### src/rtl/jogo_pkg.sv
// Shared state encodings and defaults for the round-based memory game control unit.
package jogo_pkg;

  typedef enum logic [3:0] {
    INICIAL        = 4'h0,
    PREPARACAO     = 4'h1,
    INICIO_RODADA  = 4'h2,
    ESPERA_JOGADA  = 4'h3,
    REGISTRA       = 4'h4,
    COMPARACAO     = 4'h5,
    PROXIMA_JOGADA = 4'h6,
    PROXIMA_RODADA = 4'h7,
    FIM_ACERTOU    = 4'hA,
    FIM_TIMEOUT    = 4'hD,
    FIM_ERROU      = 4'hE
  } estado_t;

  localparam logic [3:0] DB_INVALIDO = 4'hF;
  localparam int TIMEOUT_CYCLES_PADRAO = 5000;

endpackage

### src/rtl/contador_timeout.sv
// Per-play response timer: counts while conta is high, clears whenever conta drops.
module contador_timeout #(
  parameter int TIMEOUT_CYCLES = 5000,
  parameter int TW = 13
) (
  input  logic clock,
  input  logic reset,
  input  logic conta,
  output logic fim
);

  logic [TW-1:0] count;

  always_ff @(posedge clock) begin
    if (reset || !conta) count <= '0;
    else                 count <= count + TW'(1);
  end

  assign fim = (count == TW'(TIMEOUT_CYCLES - 1));

endmodule

### src/rtl/jogo_rodadas_unidade_controle.sv
// Moore control unit for the round-based memory game.
// Define JOGO_TIMEOUT_EN to build the per-play response timeout.
module jogo_rodadas_unidade_controle
  import jogo_pkg::*;
#(
  parameter int TIMEOUT_CYCLES = TIMEOUT_CYCLES_PADRAO,
  parameter int TW = 13
) (
  input  logic       clock,
  input  logic       reset,
  input  logic       iniciar,
  input  logic       jogada,
  input  logic       igual,
  input  logic       fimE,
  input  logic       fimL,
  output logic       zeraE,
  output logic       contaE,
  output logic       zeraL,
  output logic       contaL,
  output logic       zeraR,
  output logic       registraR,
  output logic       acertou,
  output logic       errou,
  output logic       timeout,
  output logic       pronto,
  output logic [3:0] db_estado
);

  estado_t estado, proximoEstado;
  logic fimTimeout;

  if (TIMEOUT_CYCLES < 2 || (longint'(1) << TW) < longint'(TIMEOUT_CYCLES)) begin : g_param_invalido
    $error("contador de timeout: TIMEOUT_CYCLES deve ser >= 2 e caber em TW bits");
  end

`ifdef JOGO_TIMEOUT_EN
  contador_timeout #(
    .TIMEOUT_CYCLES(TIMEOUT_CYCLES),
    .TW(TW)
  ) u_contador_timeout (
    .clock(clock),
    .reset(reset),
    .conta(estado == ESPERA_JOGADA),
    .fim(fimTimeout)
  );
`else
  assign fimTimeout = 1'b0;
`endif

  always_ff @(posedge clock) begin
    if (reset) estado <= INICIAL;
    else       estado <= proximoEstado;
  end

  always_comb begin
    proximoEstado = INICIAL;
    case (estado)
      INICIAL:        proximoEstado = iniciar ? PREPARACAO : INICIAL;
      PREPARACAO:     proximoEstado = INICIO_RODADA;
      INICIO_RODADA:  proximoEstado = ESPERA_JOGADA;
      ESPERA_JOGADA: begin
        if (jogada)          proximoEstado = REGISTRA;
        else if (fimTimeout) proximoEstado = FIM_TIMEOUT;
        else                 proximoEstado = ESPERA_JOGADA;
      end
      REGISTRA:       proximoEstado = COMPARACAO;
      COMPARACAO: begin
        if (!igual)     proximoEstado = FIM_ERROU;
        else if (!fimE) proximoEstado = PROXIMA_JOGADA;
        else if (!fimL) proximoEstado = PROXIMA_RODADA;
        else            proximoEstado = FIM_ACERTOU;
      end
      PROXIMA_JOGADA: proximoEstado = ESPERA_JOGADA;
      PROXIMA_RODADA: proximoEstado = INICIO_RODADA;
      FIM_ACERTOU:    proximoEstado = iniciar ? PREPARACAO : FIM_ACERTOU;
      FIM_ERROU:      proximoEstado = iniciar ? PREPARACAO : FIM_ERROU;
`ifdef JOGO_TIMEOUT_EN
      FIM_TIMEOUT:    proximoEstado = iniciar ? PREPARACAO : FIM_TIMEOUT;
`endif
      default:        proximoEstado = INICIAL;
    endcase
  end

  // Without the timeout feature FIM_TIMEOUT behaves like any unused code.
  always_comb begin
    zeraE     = 1'b0;
    contaE    = 1'b0;
    zeraL     = 1'b0;
    contaL    = 1'b0;
    zeraR     = 1'b0;
    registraR = 1'b0;
    acertou   = 1'b0;
    errou     = 1'b0;
    timeout   = 1'b0;
    pronto    = 1'b0;
    db_estado = DB_INVALIDO;
    case (estado)
      INICIAL, PREPARACAO: begin
        zeraE = 1'b1; zeraL = 1'b1; zeraR = 1'b1;
        db_estado = estado;
      end
      INICIO_RODADA:  begin zeraE = 1'b1; db_estado = estado; end
      ESPERA_JOGADA:  db_estado = estado;
      REGISTRA:       begin registraR = 1'b1; db_estado = estado; end
      COMPARACAO:     db_estado = estado;
      PROXIMA_JOGADA: begin contaE = 1'b1; db_estado = estado; end
      PROXIMA_RODADA: begin contaL = 1'b1; db_estado = estado; end
      FIM_ACERTOU:    begin acertou = 1'b1; pronto = 1'b1; db_estado = estado; end
      FIM_ERROU:      begin errou = 1'b1; pronto = 1'b1; db_estado = estado; end
`ifdef JOGO_TIMEOUT_EN
      FIM_TIMEOUT:    begin timeout = 1'b1; pronto = 1'b1; db_estado = estado; end
`endif
      default:        db_estado = DB_INVALIDO;
    endcase
  end

endmodule

### config.mk
export PLATFORM = sky130hd
export DESIGN_NAME = jogo_rodadas_unidade_controle
export DESIGN_NICKNAME = d
export VERILOG_FILES = /design/src/rtl/jogo_pkg.sv /design/src/rtl/contador_timeout.sv /design/src/rtl/jogo_rodadas_unidade_controle.sv
export SDC_FILE = /design/constraint.sdc
export NUM_CORES = 1
export LEC_CHECK = 0
export ABC_AREA = 1
export BUFFER_PORTS_ARGS = -buffer_cell sky130_fd_sc_hd__buf_2
export CELL_PAD_IN_SITES_DETAIL_PLACEMENT = 1
export CELL_PAD_IN_SITES_GLOBAL_PLACEMENT = 2
export CORE_MARGIN = 5
export CORE_UTILIZATION = 19
export CTS_CLUSTER_SIZE = 20
export DETAILED_ROUTE_END_ITERATION = 16
export GPL_ROUTABILITY_DRIVEN = 0
export PLACE_DENSITY = 0.87
export SLEW_MARGIN = 40
export SYNTH_ARGS = -nofsm -noshare
export SYNTH_HDL_FRONTEND = slang
export SYNTH_SLANG_ARGS = --single-unit
### constraint.sdc
create_clock -name clock -period 2.3 [get_ports clock]
set_input_delay 0.23 -clock clock [delete_from_list [all_inputs] [get_ports clock]]
set_output_delay 0.23 -clock clock [all_outputs]
set_load 0.02 [all_outputs]
==> results of run 1 <==
metal layers:
metal  part of all wire (%)  global-route usage [%]  vias to the layer above  wire length (microns)
met2                     45                    11.7                       15                    474
met3                     10                    1.39                        0                    109
met4                      0                    3.83                        0                      0
met1                     45                    8.73                      192                    477
met5                      0                       0                        -                      0
li1                       -                       -                      238                      -
worst register-to-register path, delay by kind of cell (launching register included):
family                 cells  cell delay (ns)
and+or+nand+nor            6             0.55
DFF                        1             0.37
buffers and inverters      1             0.14
power breakdown:
group,internal (mW),switching (mW),leakage [nW]
Combinational,0.0340,0.0657,0.252
Clock,0.0581,0.0244,0.0138
Sequential,0.0767,0.00894,0.0327
kinds of logic after synthesis:
logic type	count (synthesis)	synth area share (%)
compound gates	3	4.09
flops	4	21.8
buf+inv	17	19.5
other cells	1	1.02
simple gates	43	53.6
cells in the mapped netlist:
master	count	share of area, %
a21oi_1	1	1.4
buf_4	2	4.1
clkbuf_1	1	1.0
conb_1	1	1.0
dfxtp_1	4	22
inv_1	13	13
inv_2	1	1.0
nand2_1	14	14
nand2_2	3	5.1
nand3_1	8	11
nand3b_1	1	2.0
nor2_1	13	13
nor2_2	2	3.4
nor2_4	1	3.1
nor3_1	1	1.4
o21ai_0	1	1.4
o21ai_1	1	1.4
placed cells by master, fill, tap and decap left out:
| cell type | count |
|---|---|
| nor3_1 | 1 |
| inv_1 | 13 |
| nand3b_1 | 1 |
| a21oi_1 | 1 |
| nand3_1 | 8 |
| inv_2 | 1 |
| buf_2 | 19 |
| nor2_2 | 2 |
| nand2_1 | 14 |
| conb_1 | 1 |
| dfxtp_1 | 4 |
| nor2_4 | 1 |
| o21ai_0 | 1 |
| nor2_1 | 13 |
| nand2_2 | 3 |
| clkbuf_4 | 3 |
| o21ai_1 | 1 |
cell type report:
cell class	instances	area share [%]
Multi-Input combinational cell	47	43.3
Timing Repair Buffer	19	19.1
Clock buffer	3	4.53
Inverter	14	10.6
Sequential cell	4	16.1
Tap cell	25	6.30
per-stage QoR:
step	worst slack (ns)	power, mW	util (%)	instance area (sq um)	hold WS, ns
finish	0.804	0.268	27.9	497	0.204
global placement	1.05	0.187	26.6	474	0.443
CTS	0.794	0.273	27.9	497	0.200
floorplan	0.913	0.161	-	367	0.299
global route	0.706	0.287	27.9	497	0.206
detailed placement	1.03	0.188	26.6	474	0.440
worst max path at each step:
stage                     startpoint       to  slack (ns)
final                      estado[3]  acertou        0.80
after global placement     estado[3]    errou        1.05
after floorplan            estado[2]    zeraR        0.91
after global routing       estado[3]  acertou        0.71
after CTS                  estado[3]  acertou        0.79
after detailed placement   estado[3]  acertou        1.03
==> results.yml, run 1 <==
clocking:
  cts_max_path_buffers: 2
  clk_latency_ns: 0.23
  root_buffer: "clkbuf_4"
  cts_tree: "built"
  cts_buffers: 3
  clkTransAtPathRegs_ns: 0.04
  cts.htree.levels: 1
  cts_setup_buffers: 0
  postCtsResizedCells: 0
  cts.sinks: 4
  cts_hold_buf: 0
worst_setup_path:
  worstPathRequired_ns: 2.07
  r2r-end: "estado[2]"
  regToRegStartpoint: "estado[3]"
  cpPeakStageDelay_ns: 0.46
  cp-end-kind: "primary output"
  worst-path-stages: 5
  crit_type: "reg2out"
  path_buf_inv: 3
  worst_setup_path_start_kind: "register"
  cp_max_fo: 7
  cp.arrival_ns: 1.27
  rrSetupSlack_ns: 1.17
  cp_top_family: "flip-flops"
  crit_path_cell_trace: "inv_2, nor2_4, inv_1, nor2_1, buf_2"
  reg2reg_depth: 7
  critPathSlowestCell: "dfxtp_1"
sta:
  slew_violations: 0
  finalHoldViolCount: 0
  worst_clock_skew_ns: 0.000373
  fin_crit_sh_pct: 65.0
  fin_crit_ns: 1.50
  rsz0062_at_grt: "false"
  setup-violations-final: 0
  tns_ns: 0
  max_freq_mhz: 669
power:
  peakVddDrop_uv: 114
  power_per_cell_area_mw_per_mm2: 539
  power_leakage_nw: 0.298
synthesis:
  ys_ff_latch: 4
  ys_types: 17
  syn_inst: 68
  ys_seq_area_share_pct: 21.8
  avgSynthCellArea_sq_um: 5.39
  ys_warn_count: 0
  synth_nets: 75
  netlist_area_sq_um: 367
routing:
  drtIter0Drc: 2
  post_drt_wl_per_cell_microns: 9.46
  dr_total_vias: 445
  drc_errors: 0
  routed_wl_microns: 1060
  viasPerCell: 3.97
  drt-pass1-iter-count: 2
  ant_nets: 0
min_path:
  min_path_cells: 2
  min_to: "estado[3]"
  hp-start: "reset"
  hold_path_class: "in2reg"
floorplanning:
  coreArea_sq_mm: 0.00178
  start_util_pct: 20.6
  die_w_microns: 53.9
  num_rows: 15
  fp.dieH_microns: 53.9
  io_pins: 21
  dieArea_sq_mm: 0.00291
placed_design:
  dp_cells: 109
  io_buffer_count: 19
  dpl.hpwl_microns: 921
final_layout:
  seq_area_sq_um: 80.1
  fill_cells: 245
  nNetsFinal: 96
  final_cells: 112
  largest_register_ffs: 4
  layout-drive-gt1-share_pct: 33.3
  antenna_cells: 0
  areaGrowthSynthToFinish_pct: 35.5
  largestRegisters: "estado: 4 flops"
  multi_input_area_sq_um: 215
  top_register: "estado"
job:
  drv_cap: 0
grt:
  grt_pass1_wl_microns: 1550
  grt_max_degree: 8
  antenna_found_initial: 0
  grtUsageTotal_pct: 7.16
  overflow: 0
  grt_pass1_vias: 410
status:
  status: "finished clean"
Note: power is estimated with default switching activity, not from simulation.
==> inputs of run 2 (changes only) <==
--- a/config.mk
+++ b/config.mk
@@ -10,11 +10,11 @@
 export CELL_PAD_IN_SITES_DETAIL_PLACEMENT = 1
 export CELL_PAD_IN_SITES_GLOBAL_PLACEMENT = 2
 export CORE_MARGIN = 5
-export CORE_UTILIZATION = 19
+export CORE_UTILIZATION = 16
 export CTS_CLUSTER_SIZE = 20
 export DETAILED_ROUTE_END_ITERATION = 16
 export GPL_ROUTABILITY_DRIVEN = 0
-export PLACE_DENSITY = 0.87
+export PLACE_DENSITY = 0.79
 export SLEW_MARGIN = 40
 export SYNTH_ARGS = -nofsm -noshare
 export SYNTH_HDL_FRONTEND = slang
==> constraint.sdc (replaced) <==
create_clock -name clock -period 1.2 [get_ports clock]
set_input_delay 0.12 -clock clock [delete_from_list [all_inputs] [get_ports clock]]
set_output_delay 0.12 -clock clock [all_outputs]
set_load 0.02 [all_outputs]
==> run 2 against run 1 <==
  * The flow now finishes with violations (negative setup slack)
  * Core utilization grew 1.6 points
  * Design area rose by 30%
  * Sequential cell count did not move
  * First-iteration DRC count shrank 100%
  * Worst setup slack got worse by 0.81 ns
  * Sequential share of layout area decreased by 1.4 points
  * Sequential power grew 110%
  * Die area rose by 15%
  * Worst hold slack worse by 0.11 ns
  * Critical path depth up 1
  * Final cell count rose by 6.3%
==> results.yml, run 2 (synthesis results as in run 1) <==
floorplanning:
  coreArea_sq_mm: 0.00219
  dieArea_sq_mm: 0.00335
  fp.dieH_microns: 57.9
  die_w_microns: 57.9
  num_rows: 17
  io_pins: 21
  start_util_pct: 16.7
clocking:
  cts.htree.levels: 1
  clkTransAtPathRegs_ns: 0.04
  cts_max_path_buffers: 2
  cts_tree: "built"
  cts_hold_buf: 0
  clk_latency_ns: 0.23
  cts_buffers: 3
  root_buffer: "clkbuf_4"
  cts.sinks: 4
routing:
  drtIter0Drc: 0
  dr_total_vias: 462
  ant_nets: 0
  viasPerCell: 3.88
  post_drt_wl_per_cell_microns: 10.4
  drt-pass1-iter-count: 1
  routed_wl_microns: 1240
  drc_errors: 0
min_path:
  hold_path_class: "in2reg"
worst_setup_path:
  cp.arrival_ns: 1.09
  crit_path_cell_trace: "inv_4, nand2_4, nor2_4, inv_2, nor2_4, buf_6"
  crit_type: "reg2out"
  worstPathRequired_ns: 1.08
  cp_max_fo: 5
  critPathSlowestCell: "dfxtp_4"
  cp_top_family: "flip-flops"
  worst_setup_path_start_kind: "register"
  cp-end-kind: "primary output"
  path_buf_inv: 3
  cpPeakStageDelay_ns: 0.36
  cp_common_cell: "nor2_4"
final_layout:
  top_register: "estado"
  final_cell_mix: "nand2_1 (13), inv_1 (10), buf_2 (10)"
  final_common_cell: "nand2_1"
  antenna_cells: 0
  fill_cells: 288
  layout-drive-gt1-share_pct: 52.7
  largestRegisters: "estado: 4 flops"
  areaGrowthSynthToFinish_pct: 75.8
  nNetsFinal: 100
  largest_register_ffs: 4
  final_cell_area_sq_um: 644
power:
  p_int_mw: 0.350
  peakVddDrop_uv: 295
  combPwrFrac_pct: 40.5
  seqPwrFrac_pct: 31.3
  p_clk_share_pct: 28.1
  power_mw: 0.571
  power_per_cell_area_mw_per_mm2: 886
  switchingPower_mw: 0.221
  power_leakage_nw: 0.348
  p_sw_share_pct: 38.7
grt:
  grt_max_degree: 8
  grt_pass1_vias: 486
  grtUsageTotal_pct: 7.52
  grt_pass1_wl_microns: 1970
  overflow: 0
  antenna_found_initial: 0
sta:
  slew_violations: 0
  finalHoldViolCount: 0
  worst_clock_skew_ns: 0.00653
  setup-violations-final: 1
  rsz0062_at_grt: "true"
  fin_ws_ns: -0.00549
  max_freq_mhz: 830
  fin_crit_ns: 1.21
  fin_crit_sh_pct: 100
status:
  violations: "negative setup slack"
  status: "finished, violations left"
placed_design:
  place_area_sq_um: 490
  dpl.hpwl_microns: 992
  io_buffer_count: 19
job:
  drv_cap: 0
[run 2: metal layers]
layer | wire (microns) | vias to the layer above | global-route usage (%)
met5 | 0 | - | 0
met3 | 97 | 2 | 2.67
met4 | 15 | 0 | 3.97
met2 | 640 | 18 | 13.2
li1 | - | 246 | -
met1 | 488 | 196 | 7.77
[run 2: what timing repair did]
item | in CTS | in global routing
pin swaps | 1 | 3
endpoints found under the setup margin | 9 | 14
gates cloned | 0 | 0
setup buffers | 2 | 1
resized for setup | 12 | 27
hold endpoints to repair | 0 | 0
[run 2: final cells by class]
class / count / area (sq um) / area share (%)
repair buffers: 23 / 166 / 25.8
clock buffers: 3 / 22.5 / 3.50
multi-input cells: 47 / 268 / 41.6
well taps: 28 / 35.0 / 5.44
flip-flops and latches: 4 / 95.1 / 14.8
inverters: 14 / 57.6 / 8.93
[run 2: path summary, 6_finish.rpt]
kind         slack [ns]  startpoint  cells past startpoint   endpoint
max              -0.005   estado[0]                      6      errou
min                0.09       reset                      2  estado[0]
max reg2reg        0.07   estado[0]                      9  estado[1]
min reg2reg        0.67   estado[0]                      4  estado[3]
[run 2: through the flow]
stage | setup TNS (ns) | hold slack, ns | util [%] | worst slack, ns | instances
floorplan | 0 | 0.189 | - | 0.0125 | 68
global placement | 0 | 0.339 | 22.4 | 0.0786 | 113
detailed placement | 0 | 0.340 | 22.4 | 0.0983 | 113
CTS | -0.112 | 0.0882 | 25.2 | -0.0400 | 118
global route | -0.475 | 0.0892 | 29.4 | -0.0963 | 119
finish | -0.00549 | 0.0926 | 29.4 | -0.00549 | 119
[run 2: power groups by stage]
stage,combinational (mW),sequential [mW],clock (mW)
4_1_cts,0.206,0.174,0.170
3_5_place_dp,0.201,0.169,0
2_1_floorplan,0.149,0.163,0
3_3_place_gp,0.200,0.169,0
5_1_grt,0.253,0.182,0.184
6_report,0.231,0.179,0.161
==> inputs of run 3 (changes only) <==
--- a/config.mk
+++ b/config.mk
@@ -6,7 +6,7 @@
 export NUM_CORES = 1
 export LEC_CHECK = 0
 export ABC_AREA = 1
-export BUFFER_PORTS_ARGS = -buffer_cell sky130_fd_sc_hd__buf_2
+export BUFFER_PORTS_ARGS = -buffer_cell sky130_fd_sc_hd__clkbuf_2
 export CELL_PAD_IN_SITES_DETAIL_PLACEMENT = 1
 export CELL_PAD_IN_SITES_GLOBAL_PLACEMENT = 2
 export CORE_MARGIN = 5
==> run 3 against run 2 <==
  * The run still ends with negative setup slack left
  * Die area is the same
  * Total power grew 1.5%
  * Non-clock buffer count fell by 2
  * Highest routed layer unchanged
  * Clock skew down 0.0034 ns
  * Sequential cell count unchanged
  * Largest cell class unchanged
  * First-iteration DRC count up 5
  * Via count is 5.0% higher
  * Core utilization down 1.6 points
  * Maximum frequency is 0.73% lower
  * Design area down 5.4%
  * Sequential share of layout area grew 0.85 points
  * Critical endpoint unchanged
  * Clock power grew 6%
==> results.yml, run 3 (synthesis results as in run 1) <==
status:
  status: "finished, violations left"
  violations: "negative setup slack"
clocking:
  cts.sinks: 4
  cts.htree.levels: 1
  cts_max_path_buffers: 2
  clk_latency_ns: 0.24
  cts_tree: "built"
  root_buffer: "clkbuf_4"
  cts_hold_buf: 0
  clkTransAtPathRegs_ns: 0.04
  cts_buffers: 3
sta:
  max_freq_mhz: 823
  rsz0062_at_grt: "true"
  holdWs_ns: 0.0813
  worst_clock_skew_ns: 0.00313
  slew_violations: 0
  setup-violations-final: 2
  fin_crit_ns: 1.21
  finalHoldViolCount: 0
  fin_crit_sh_pct: 101
  fin_ws_ns: -0.0144
routing:
  drt-pass1-iter-count: 2
  drc_errors: 0
  viasPerCell: 4.15
  drtIter0Drc: 5
  post_drt_wl_per_cell_microns: 10.6
  routed_wl_microns: 1250
  ant_nets: 0
  dr_total_vias: 485
final_layout:
  largest_register_ffs: 4
  final_cells: 117
  utilization_pct: 27.8
  areaGrowthSynthToFinish_pct: 66.2
  largestRegisters: "estado: 4 flops"
  layout-drive-gt1-share_pct: 49.4
  top_register: "estado"
  nNetsFinal: 98
  antenna_cells: 0
  final_cell_mix: "nand2_1 (14), inv_1 (10), nor2_1 (9), buf_4 (9), clkbuf_2 (8)"
  final_common_cell: "nand2_1"
power:
  power_mw: 0.579
  power_leakage_nw: 0.328
  power_per_cell_area_mw_per_mm2: 951
  peakVddDrop_uv: 242
floorplanning:
  die_w_microns: 57.9
  start_util_pct: 16.7
  num_rows: 17
  coreArea_sq_mm: 0.00219
  dieArea_sq_mm: 0.00335
  fp.dieH_microns: 57.9
  io_pins: 21
grt:
  grt_pass1_vias: 477
  grt_pass1_wl_microns: 2090
  grtUsageTotal_pct: 8.44
  met3_usage_pct: 3.56
  overflow: 0
  grt_use_met1_pct: 8.70
  grtUsageMet2_pct: 13.2
  top_usage_layer: "met2"
  grt_max_degree: 8
  antenna_found_initial: 0
placed_design:
  io_buffer_count: 19
  dpl.hpwl_microns: 1030
  place_ws_ns: 0.0694
  dp_cells: 113
min_path:
  hp-start: "reset"
  hold_path_class: "in2reg"
worst_setup_path:
  critPathLaunch: "estado[0]"
  worst_setup_path_start_kind: "register"
  cpPeakStageDelay_ns: 0.36
  cp_max_fo: 5
  worstPathRequired_ns: 1.08
  crit_type: "reg2out"
  cp.arrival_ns: 1.09
  cp-end-kind: "primary output"
  crit_path_cell_trace: "inv_4, nand2_4, nor2_4, inv_2, nor2_2, buf_4"
  path_buf_inv: 3
  cp_top_family: "flip-flops"
  critPathSlowestCell: "dfxtp_4"
  regToRegStartpoint: "estado[0]"
job:
  drv_cap: 0
-- run 3: area by class of cell --
type,count,area [sq um]
Clock buffer,3,22.5
Fill cell,287,1580
Inverter,14,57.6
Multi-Input combinational cell,47,250
Sequential cell,4,95.1
Tap cell,28,35.0
Timing Repair Buffer,21,149
-- run 3: worst reg2reg max path: stages, from the launching register on --
cell	delay, ns
dfxtp_4	0.38
inv_4	0.05
nand2_4	0.07
nor2_4	0.04
buf_4	0.13
nand2_2	0.09
nand3_1	0.10
nand2_1	0.07
inv_1	0.03
-- run 3: where the power goes --
part | leakage (nW) | internal (mW) | switching [mW]
logic | 0.278 | 0.0937 | 0.137
clock network | 0.0138 | 0.112 | 0.0578
registers | 0.0356 | 0.148 | 0.0310
total | 0.328 | 0.354 | 0.226
-- run 3: metrics by stage --
step,TNS (ns),instance area [sq um]
6_report,-0.0202,609
5_1_grt,-0.651,609
4_1_cts,-0.241,564
3_5_place_dp,0,490
3_3_place_gp,0,490
2_1_floorplan,0,372
-- run 3: timing repair --
item / CTS / global route
gates cloned: 0 / 0
buffers inserted: 1 / 0
setup endpoints to repair: 12 / 12
pin swaps: 1 / 1
gates resized for setup: 18 / 26
-- run 3: final timing paths --
| path | endpoint | slack [ns] | depth (start not counted) |
|---|---|---|---|
| worst min register to register | estado[3] | 0.68 | 4 |
| worst max register to register | estado[1] | 0.13 | 8 |
| worst min-delay path | estado[2] | 0.08 | 2 |
| worst max-delay path | errou | -0.01 | 6 |
-- run 3: layer usage --
metal | part of all wire (%) | vias to the layer above
met5 | 0 | -
met4 | 1.9 | 0
met3 | 8.6 | 4
met2 | 51 | 18
met1 | 39 | 220
li1 | - | 243
